--- config.mk ---
export PLATFORM = sky130hd
export DESIGN_NAME = serial_link
export DESIGN_NICKNAME = d
export VERILOG_FILES = /design/src/rtl/link_pkg.sv /design/src/rtl/link_rx.sv /design/src/rtl/serial_link.sv
export SDC_FILE = /design/constraint.sdc
export NUM_CORES = 1
export LEC_CHECK = 0
export BUFFER_PORTS_ARGS = -buffer_cell sky130_fd_sc_hd__buf_4
export CORE_AREA = 2 2 117 119
export CTS_CLUSTER_DIAMETER = 200
export DETAILED_ROUTE_END_ITERATION = 10
export DIE_AREA = 0 0 119 121
export SYNTH_ARGS = -nofsm -noshare
export SYNTH_HDL_FRONTEND = slang
export SYNTH_HIERARCHICAL = 1
export SYNTH_SLANG_ARGS = --single-unit
--- constraint.sdc ---
create_clock -name clk -period 3.74 [get_ports clk]
set_clock_uncertainty 0.15 [all_clocks]
set_input_delay 0.561 -clock clk [delete_from_list [all_inputs] [get_ports clk]]
set_output_delay 0.561 -clock clk [all_outputs]
set_load 0.03 [all_outputs]
--- src/rtl/link_pkg.sv ---
// Shared types and helpers for the serial link PHY.
package link_pkg;

  localparam int FRAME_BITS = 11;

  typedef enum logic [2:0] {TX_IDLE, TX_START, TX_DATA, TX_PARITY, TX_STOP} tx_state_t;
  typedef enum logic [2:0] {RX_IDLE, RX_START, RX_DATA, RX_PARITY, RX_STOP} rx_state_t;

  // Even parity bit: makes the total count of ones (data + parity) even.
  function automatic logic even_parity(input logic [7:0] b);
    return ^b;
  endfunction

endpackage

--- src/rtl/link_rx.sv ---
// Receive half of the serial link: input synchroniser plus deframing FSM.
module link_rx
  import link_pkg::*;
#(
  parameter int CLKS_PER_BIT = 16,
  parameter int DATA_BITS    = 8
) (
  input  logic                 clk,
  input  logic                 rst_n,
  input  logic                 ard_rx,
  output logic [DATA_BITS-1:0] rx_byte,
  output logic                 rx_valid,
  output logic                 error
);

  localparam int              CNT_W     = $clog2(CLKS_PER_BIT);
  localparam logic [CNT_W-1:0] HALF_LAST = CNT_W'(CLKS_PER_BIT / 2 - 1);
  localparam logic [CNT_W-1:0] BIT_LAST  = CNT_W'(CLKS_PER_BIT - 1);
  localparam logic [2:0]       IDX_LAST  = 3'(DATA_BITS - 1);

  logic                 sync1, sync2, line_q;
  logic                 fall;
  rx_state_t            state;
  logic [CNT_W-1:0]     cnt;
  logic [2:0]           idx;
  logic [DATA_BITS-1:0] sh;
  logic                 par;

  // Two-flop synchroniser plus one history flop for edge detection; idle-high reset.
  always_ff @(posedge clk or negedge rst_n) begin
    if (!rst_n) begin
      sync1  <= 1'b1;
      sync2  <= 1'b1;
      line_q <= 1'b1;
    end else begin
      sync1  <= ard_rx;
      sync2  <= sync1;
      line_q <= sync2;
    end
  end

  // A falling edge needs the line to have been high first, so after a
  // framing error (stop=0) nothing re-arms until the line recovers.
  assign fall = line_q & ~sync2;

  // Deframing FSM: mid-start sample, then one sample per bit period.
  always_ff @(posedge clk or negedge rst_n) begin
    if (!rst_n) begin
      state    <= RX_IDLE;
      cnt      <= '0;
      idx      <= '0;
      sh       <= '0;
      par      <= 1'b0;
      rx_byte  <= '0;
      rx_valid <= 1'b0;
      error    <= 1'b0;
    end else begin
      rx_valid <= 1'b0;
      error    <= 1'b0;
      case (state)
        RX_IDLE: begin
          cnt <= '0;
          if (fall) state <= RX_START;
        end
        RX_START: begin
          if (cnt == HALF_LAST) begin
            cnt <= '0;
            idx <= '0;
            // Line back high at mid-start: a glitch, not a frame.
            state <= sync2 ? RX_IDLE : RX_DATA;
          end else begin
            cnt <= cnt + CNT_W'(1);
          end
        end
        RX_DATA: begin
          if (cnt == BIT_LAST) begin
            cnt <= '0;
            sh  <= {sync2, sh[DATA_BITS-1:1]};
            if (idx == IDX_LAST) state <= RX_PARITY;
            else                 idx   <= idx + 3'd1;
          end else begin
            cnt <= cnt + CNT_W'(1);
          end
        end
        RX_PARITY: begin
          if (cnt == BIT_LAST) begin
            cnt   <= '0;
            par   <= sync2;
            state <= RX_STOP;
          end else begin
            cnt <= cnt + CNT_W'(1);
          end
        end
        RX_STOP: begin
          if (cnt == BIT_LAST) begin
            cnt     <= '0;
            rx_byte <= sh;
            if (sync2 && (par == even_parity(sh))) rx_valid <= 1'b1;
            else                                    error    <= 1'b1;
            state <= RX_IDLE;
          end else begin
            cnt <= cnt + CNT_W'(1);
          end
        end
        default: state <= RX_IDLE;
      endcase
    end
  end

endmodule

--- src/rtl/serial_link.sv ---
// Serial PHY top: source mux and TX framer, with the RX deframer as a sub-block.
module serial_link
  import link_pkg::*;
#(
  parameter int CLKS_PER_BIT = 16,
  parameter int DATA_BITS    = 8
) (
  input  logic                 clk,
  input  logic                 rst_n,
  input  logic                 bus_pc,
  input  logic                 bus_mar,
  input  logic                 bus_mdr,
  input  logic [15:0]          pc,
  input  logic [15:0]          mar,
  input  logic [15:0]          mdr,
  input  logic                 tx_start,
  input  logic                 tx_hi,
  output logic                 tx_busy,
  output logic                 tx_done,
  output logic                 ard_tx,
  input  logic                 ard_rx,
  output logic [DATA_BITS-1:0] rx_byte,
  output logic                 rx_valid,
  output logic                 error
);

  localparam int              CNT_W    = $clog2(CLKS_PER_BIT);
  localparam logic [CNT_W-1:0] BIT_LAST = CNT_W'(CLKS_PER_BIT - 1);
  localparam logic [CNT_W-1:0] DONE_AT  = CNT_W'(CLKS_PER_BIT - 2);
  localparam logic [2:0]       IDX_LAST = 3'(DATA_BITS - 1);

  logic [15:0]          sel_word;
  logic [DATA_BITS-1:0] sel_byte;
  tx_state_t            tx_state;
  logic [CNT_W-1:0]     tx_cnt;
  logic [2:0]           tx_idx;
  logic [DATA_BITS-1:0] tx_sh;
  logic                 tx_par;
  logic                 load;

  // Priority source select: PC over MAR over MDR, nothing selected sends zero.
  always_comb begin
    sel_word = 16'h0000;
    if      (bus_pc)  sel_word = pc;
    else if (bus_mar) sel_word = mar;
    else if (bus_mdr) sel_word = mdr;
    sel_byte = tx_hi ? sel_word[15:8] : sel_word[7:0];
  end

  // A request is taken when idle, or on the final stop cycle for back-to-back frames.
  assign load = tx_start &&
                ((tx_state == TX_IDLE) || (tx_state == TX_STOP && tx_cnt == BIT_LAST));

  // TX framer; ard_tx/tx_busy/tx_done are registered so the line is glitch-free.
  always_ff @(posedge clk or negedge rst_n) begin
    if (!rst_n) begin
      tx_state <= TX_IDLE;
      tx_cnt   <= '0;
      tx_idx   <= '0;
      tx_sh    <= '0;
      tx_par   <= 1'b0;
      ard_tx   <= 1'b1;
      tx_busy  <= 1'b0;
      tx_done  <= 1'b0;
    end else begin
      // Raised one cycle early so it coincides with the last stop cycle.
      tx_done <= (tx_state == TX_STOP) && (tx_cnt == DONE_AT);
      if (load) begin
        tx_sh    <= sel_byte;
        tx_par   <= even_parity(sel_byte);
        tx_cnt   <= '0;
        tx_state <= TX_START;
        ard_tx   <= 1'b0;
        tx_busy  <= 1'b1;
      end else begin
        case (tx_state)
          TX_IDLE: begin
            tx_cnt <= '0;
          end
          TX_START: begin
            if (tx_cnt == BIT_LAST) begin
              tx_cnt   <= '0;
              tx_idx   <= '0;
              tx_state <= TX_DATA;
              ard_tx   <= tx_sh[0];
            end else begin
              tx_cnt <= tx_cnt + CNT_W'(1);
            end
          end
          TX_DATA: begin
            if (tx_cnt == BIT_LAST) begin
              tx_cnt <= '0;
              if (tx_idx == IDX_LAST) begin
                tx_state <= TX_PARITY;
                ard_tx   <= tx_par;
              end else begin
                tx_idx <= tx_idx + 3'd1;
                tx_sh  <= tx_sh >> 1;
                ard_tx <= tx_sh[1];
              end
            end else begin
              tx_cnt <= tx_cnt + CNT_W'(1);
            end
          end
          TX_PARITY: begin
            if (tx_cnt == BIT_LAST) begin
              tx_cnt   <= '0;
              tx_state <= TX_STOP;
              ard_tx   <= 1'b1;
            end else begin
              tx_cnt <= tx_cnt + CNT_W'(1);
            end
          end
          TX_STOP: begin
            if (tx_cnt == BIT_LAST) begin
              tx_cnt   <= '0;
              tx_state <= TX_IDLE;
              tx_busy  <= 1'b0;
            end else begin
              tx_cnt <= tx_cnt + CNT_W'(1);
            end
          end
          default: begin
            tx_state <= TX_IDLE;
            ard_tx   <= 1'b1;
            tx_busy  <= 1'b0;
          end
        endcase
      end
    end
  end

  link_rx #(
    .CLKS_PER_BIT (CLKS_PER_BIT),
    .DATA_BITS    (DATA_BITS)
  ) u_rx (
    .clk      (clk),
    .rst_n    (rst_n),
    .ard_rx   (ard_rx),
    .rx_byte  (rx_byte),
    .rx_valid (rx_valid),
    .error    (error)
  );

endmodule

== Word level (Yosys, flattened, before mapping) ==
Cells that the tools add are included.

* Word-level logic and storage cells: 140
* Output and inout bits: 13
* Input port bits: 56
* Flip-flop bits (word level): 54

* Muxes and demuxes: 51
* Eq/ne operators: 34
* Reduce and logical (&&, ||, !) cells: 29
* Bitwise logic cells: 3
* Add/sub/neg operators: 4

{| class="wikitable"
|+ Operators by type and width
! cell !! number
|-
| $mux W3 || 17
|-
| $mux W16 || 3
|-
| $mux W8 || 5
|-
| $pmux W3 S5 || 2
|-
| $mux W4 || 4
|-
| $ne A2 B1 Y1 const B || 8
|-
| $reduce_xor A8 Y1 || 2
|-
| $mux W1 || 13
|-
| $eq A3 B2 Y1 const B || 4
|-
| $eq A3 B3 Y1 const B || 4
|-
| $eq A4 B4 Y1 const B || 3
|-
| $ne A2 B2 Y1 const B || 6
|-
| $ne A3 B3 Y1 const B || 4
|-
| $pmux W3 S2 || 2
|-
| $pmux W4 S3 || 1
|-
| $reduce_and A6 Y1 || 2
|-
| $add A4 B1 Y4 const B || 2
|-
| $pmux W4 S2 || 1
|-
| $reduce_and A2 Y1 || 4
|-
| $reduce_and A4 Y1 || 2
|-
| $reduce_bool A2 Y1 || 4
|-
| $reduce_or A4 Y1 || 2
|-
| $add A3 B1 Y3 const B || 2
|-
| $eq A3 B1 Y1 const B || 2
|-
| other kinds (16) || 22
|}

== Depth between registers and ports, before layout ==
* Word-level depth: 6
* Mapped depth: 8

== By module ==
The synthesis kept the hierarchy.

{| class="wikitable"
|+ By module, submodules not included
! module !! sequential area each (um2) !! instances !! cells an instance !! area an instance (um2)
|-
| serial_link || 551.8 || 1 || 191 || 1,717.9
|-
| link_rx || 804.5 || 1 || 117 || 1,505.2
|}

== Least setup slack after synthesis ==
OpenSTA, ideal clock, no wires.

* Kind: in2reg
* Start: input bus_mar
* End: register tx_par
* Setup slack: 1,265 ps
* Required time: 3,498 ps
* Setup time: 92 ps
* Arrival time: 2,233 ps
* Stages: 7
* Buffers on the path: 1
* Cells stage by stage: or3b_1 buf_6 o22a_1 a211o_1 a211o_1 and4_4 o31ai_2

* Longest elaborated chain between the ends: 4

{| class="wikitable"
|+ Ends and longest elaborated chain
! item !! line !! text
|-
| from (decl) || serial_link.sv:11 || <nowiki>input logic bus_mar,</nowiki>
|-
| $mux W16 || serial_link.sv:45 || <nowiki>else if (bus_mar) sel_word = mar;</nowiki>
|-
| $mux W16 || serial_link.sv:44 || <nowiki>if (bus_pc) sel_word = pc;</nowiki>
|-
| $mux W8 || serial_link.sv:47 || <nowiki>sel_byte = tx_hi ? sel_word[15:8] : sel_word[7:0];</nowiki>
|-
| $reduce_xor A8 Y1 || link_pkg.sv:11 || <nowiki>return ^b;</nowiki>
|-
| to (signal assigned) || serial_link.sv:70 || <nowiki>tx_par <= even_parity(sel_byte);</nowiki>
|-
| to (decl) || serial_link.sv:38 || <nowiki>logic tx_par;</nowiki>
|}

Every way passes these cells.
A chain may end at the register's enable or synchronous reset.

== Final worst setup path ==
* Start: register tx_cnt[1]
* End: register tx_sh[5]

* Longest elaborated chain between the ends: 6
* Elaborated cells on any way between the ends: 9
* Classes of those cells: eq/ne (2); mux (1); reduce/logical (6)

{| class="wikitable"
|+ Ends and longest elaborated chain
! item !! line !! text
|-
| from (decl) || serial_link.sv:35 || <nowiki>logic [CNT_W-1:0] tx_cnt;</nowiki>
|-
| from (signal assigned) || serial_link.sv:87 || <nowiki>tx_cnt <= tx_cnt + CNT_W'(1);</nowiki>
|-
| from (signal assigned) || serial_link.sv:102 || <nowiki>tx_cnt <= tx_cnt + CNT_W'(1);</nowiki>
|-
| from (signal assigned) || serial_link.sv:111 || <nowiki>tx_cnt <= tx_cnt + CNT_W'(1);</nowiki>
|-
| $eq A4 B4 Y1 (*) || serial_link.sv:52, serial_link.sv:91 ||
|-
| $logic_and A1 B1 Y1 || serial_link.sv:52 || <nowiki>((tx_state == TX_IDLE) || (tx_state == TX_STOP && tx_cnt == BIT_LAST));</nowiki>
|-
| $logic_or A1 B1 Y1 || serial_link.sv:52 ||
|-
| $logic_and A1 B1 Y1 || serial_link.sv:51 || <nowiki>assign load = tx_start &&</nowiki>
|-
| $ne A2 B2 Y1 (no source line) / $reduce_bool A2 Y1 (equally long branches) || -- ||
|-
| $reduce_and A3 Y1 (no source line) || -- ||
|-
| to (signal assigned) || serial_link.sv:69 || <nowiki>tx_sh <= sel_byte;</nowiki>
|-
| to (signal assigned) || serial_link.sv:98 || <nowiki>tx_sh <= tx_sh >> 1;</nowiki>
|-
| to (decl) || serial_link.sv:37 || <nowiki>logic [DATA_BITS-1:0] tx_sh;</nowiki>
|}

Every way passes the cells marked *; elsewhere a longest branch is shown, timed or not.

==> metrics.cfg <==
[outcome]
status = complete, no violations

[critical_path]
crit_required_ns = 3.79
crit_path_cell_trace = ha_1 -> nand3_1 -> nor2_1 -> nand2_1 -> or3_1 -> mux2i_1 -> a21boi_0
crit_slowest_cell = or3_1
cp-end-kind = register
crit_type = reg -> reg
startpoint_type = register
crit_arrival_ns = 2.54
crit_fanout = 9
crit_path_max_incr_delay_ns = 0.54

[timing]
finalSetupViolations = 0
finalHoldViolCount = 0
fin_ws_ns = 1.25
worst_hold_slack_ns = 0.182
rsz0062_at_grt = no
tns_ns = 0
max_clock_freq_mhz = 402
timing.final.crit_period_ns = 2.49
tightest_slew_ns = 0.703
post-route-period-util_pct = 66.6
finalMaxSlewViolations = 0
relSlewSlack_pct = 53.1

[clock_tree]
clockRootBuffer = clkbuf_16
ctsLongestPathBuffers = 2
cts_resized = 0
cts.clk_slew.worst_paths_ns = 0.07
cts_hold_buf = 0
cts_buffers = 5
postCtsSetupBuffers = 0
htreeDepth = 2
cts_tree = built
clock_latency_ns = 0.29
cts.sinks = 54

[layout]
layout_common_cells = 68 x buf_4, 50 x dfrtp_1, 29 x mux2i_1, 24 x mux2_2, 20 x nand2_1
syn2layout_area_growth_pct = 24.0
layout.nets = 427
fin_cells = 541
fin_util_pct = 30.5
num_antenna_cells = 0
final_common_cell = buf_4
drive_gt1_share_pct = 31.2

[synth]
synth_seq_cells = 54
syn_nets = 371
avgSynthCellArea_um2 = 10.5
ys.flop_type = dfrtp_1
yosys_warnings = 6
synth_top_area_share_pct = 38.8
synth_area_leaders = dfrtp_1 39%, mux2i_1 9.0%, mux2_2 8.4%
yosysUniqueCellTypes = 59
synthArstFlopShare_pct = 100
seq_area_frac_synth_pct = 42.1
synth_area_leader_cell = dfrtp_1
synth_enable_flop_cells = 0
syn_inst = 308
syn_area_um2 = 3220

[routing]
wl_met3_um = 177
route.detailed.drc = 0
top_layer_used = met4
wl_met1_mm = 3.12
drt_iter0_markers = 114
firstDrtPassIters = 4
totalWireLength_mm = 6.78
vias_per_cell = 4.67
wl_per_cell_um = 12.5
wl_met2_mm = 3.46
vias = 2527
ant_nets = 0

[global_routing]
antenna_found_initial = 0
grt_pass1_vias = 2578
grt_pass1_wl_mm = 12.0
grt_overflow = 0
grt_use_total_pct = 9.97
grt_max_degree = 55

[flow_run]
cap_violations = 0

[pwr]
powerDensity_nw_per_um2 = 485
leakage_uw = 0.00189
peakVddDrop_uv = 233

[place]
port_buffers = 68
routabilityCongestion = 0.783
dp_cells = 533
preCtsSetupSlack_ns = 1.03
dp_hpwl_mm = 4.94

[hold_path]
hold_class = in -> async

[floorplanning]
die_w_um = 119
dieHeight_um = 121
initial_core_util_pct = 24.6
rows = 42
core_um2 = 13100
dieArea_um2 = 14400
ios = 69

[worst max-delay path, delay by kind of cell, from the launching register on]
kind	cells	cell delay, ns
flip-flops	1	0.41
multiplexers	1	0.18
AO/OA/AOI/OAI	1	0.20
AND/OR/NAND/NOR	4	1.20
adder cells (fa/ha/maj)	1	0.27
[synthesized netlist by cell type, drive strengths merged, types with 5 or more instances]
cell type  instances
nand2             20
a21oi             15
mux2i             29
nand3             11
nor2b              5
o22ai              6
o211ai             6
o21ai             15
buf                8
a211oi             5
dfrtp             50
nor3               5
nor2              19
mux2              24
ha                 7
a211o              5
clkbuf            11
[cells by family after synthesis]
logic type,share of synthesized area [%]
AOI/OAI and AO/OA,16.9
xor gates and xnor gates,3.07
adders and majority gates,2.72
buffers and inverters,3.96
DFF,42.1
muxes,17.4
and+or+nand+nor,13.9
[registers in the layout, indices dropped and copies added (netlist names), 3 cells and up]
register and cells:
tx_sh 8, u_rx/rx_byte 8, u_rx/sh 8, tx_cnt 4
u_rx/cnt 4, tx_idx 3, tx_state 3, u_rx/idx 3
u_rx/state 3
[metal layers]
metal / vias up / track usage, %
li1: 1248 / -
met5: - / 0
met1: 1246 / 12.7
met2: 31 / 17.4
met3: 2 / 2.02
met4: 0 / 2.16
[worst paths after layout]
| kind | from | end | slack [ns] | cells after the start |
|---|---|---|---|---|
| worst max register to register | tx_cnt[1] | tx_sh[5] | 1.25 | 7 |
| worst max-delay path | tx_cnt[1] | tx_sh[5] | 1.25 | 7 |
| worst min-delay path | rst_n | tx_sh[4] | 0.18 | 1 |
| worst min register to register | u_rx/sync1 | u_rx/sync2 | 0.21 | 0 |
| max in group asynchronous | rst_n | u_rx/par | 2.81 | 1 |
| min in group clk | u_rx/sync1 | u_rx/sync2 | 0.21 | 0 |
[per-stage QoR]
stage	total power, uW	instance area, um^2
2_1_floorplan	1310	3220
3_3_place_gp	1440	3840
3_5_place_dp	1470	3840
4_1_cts	1960	4000
5_1_grt	2100	4000
6_report	1940	4000
[power by group]
part	switching [uW]	internal, uW
Sequential	159	711
Combinational	292	297
Clock	211	269
Total	662	1280
[area by class of cell]
cell class	count	area, um^2
multi-input combinational	231	1740
tap	176	220
inverter	4	15.0
clock buffer	6	139
clock inverter	2	16.3
fill	1315	9090
timing repair buffer	68	510
sequential	54	1360
Note: power is estimated with default switching activity, not from simulation.
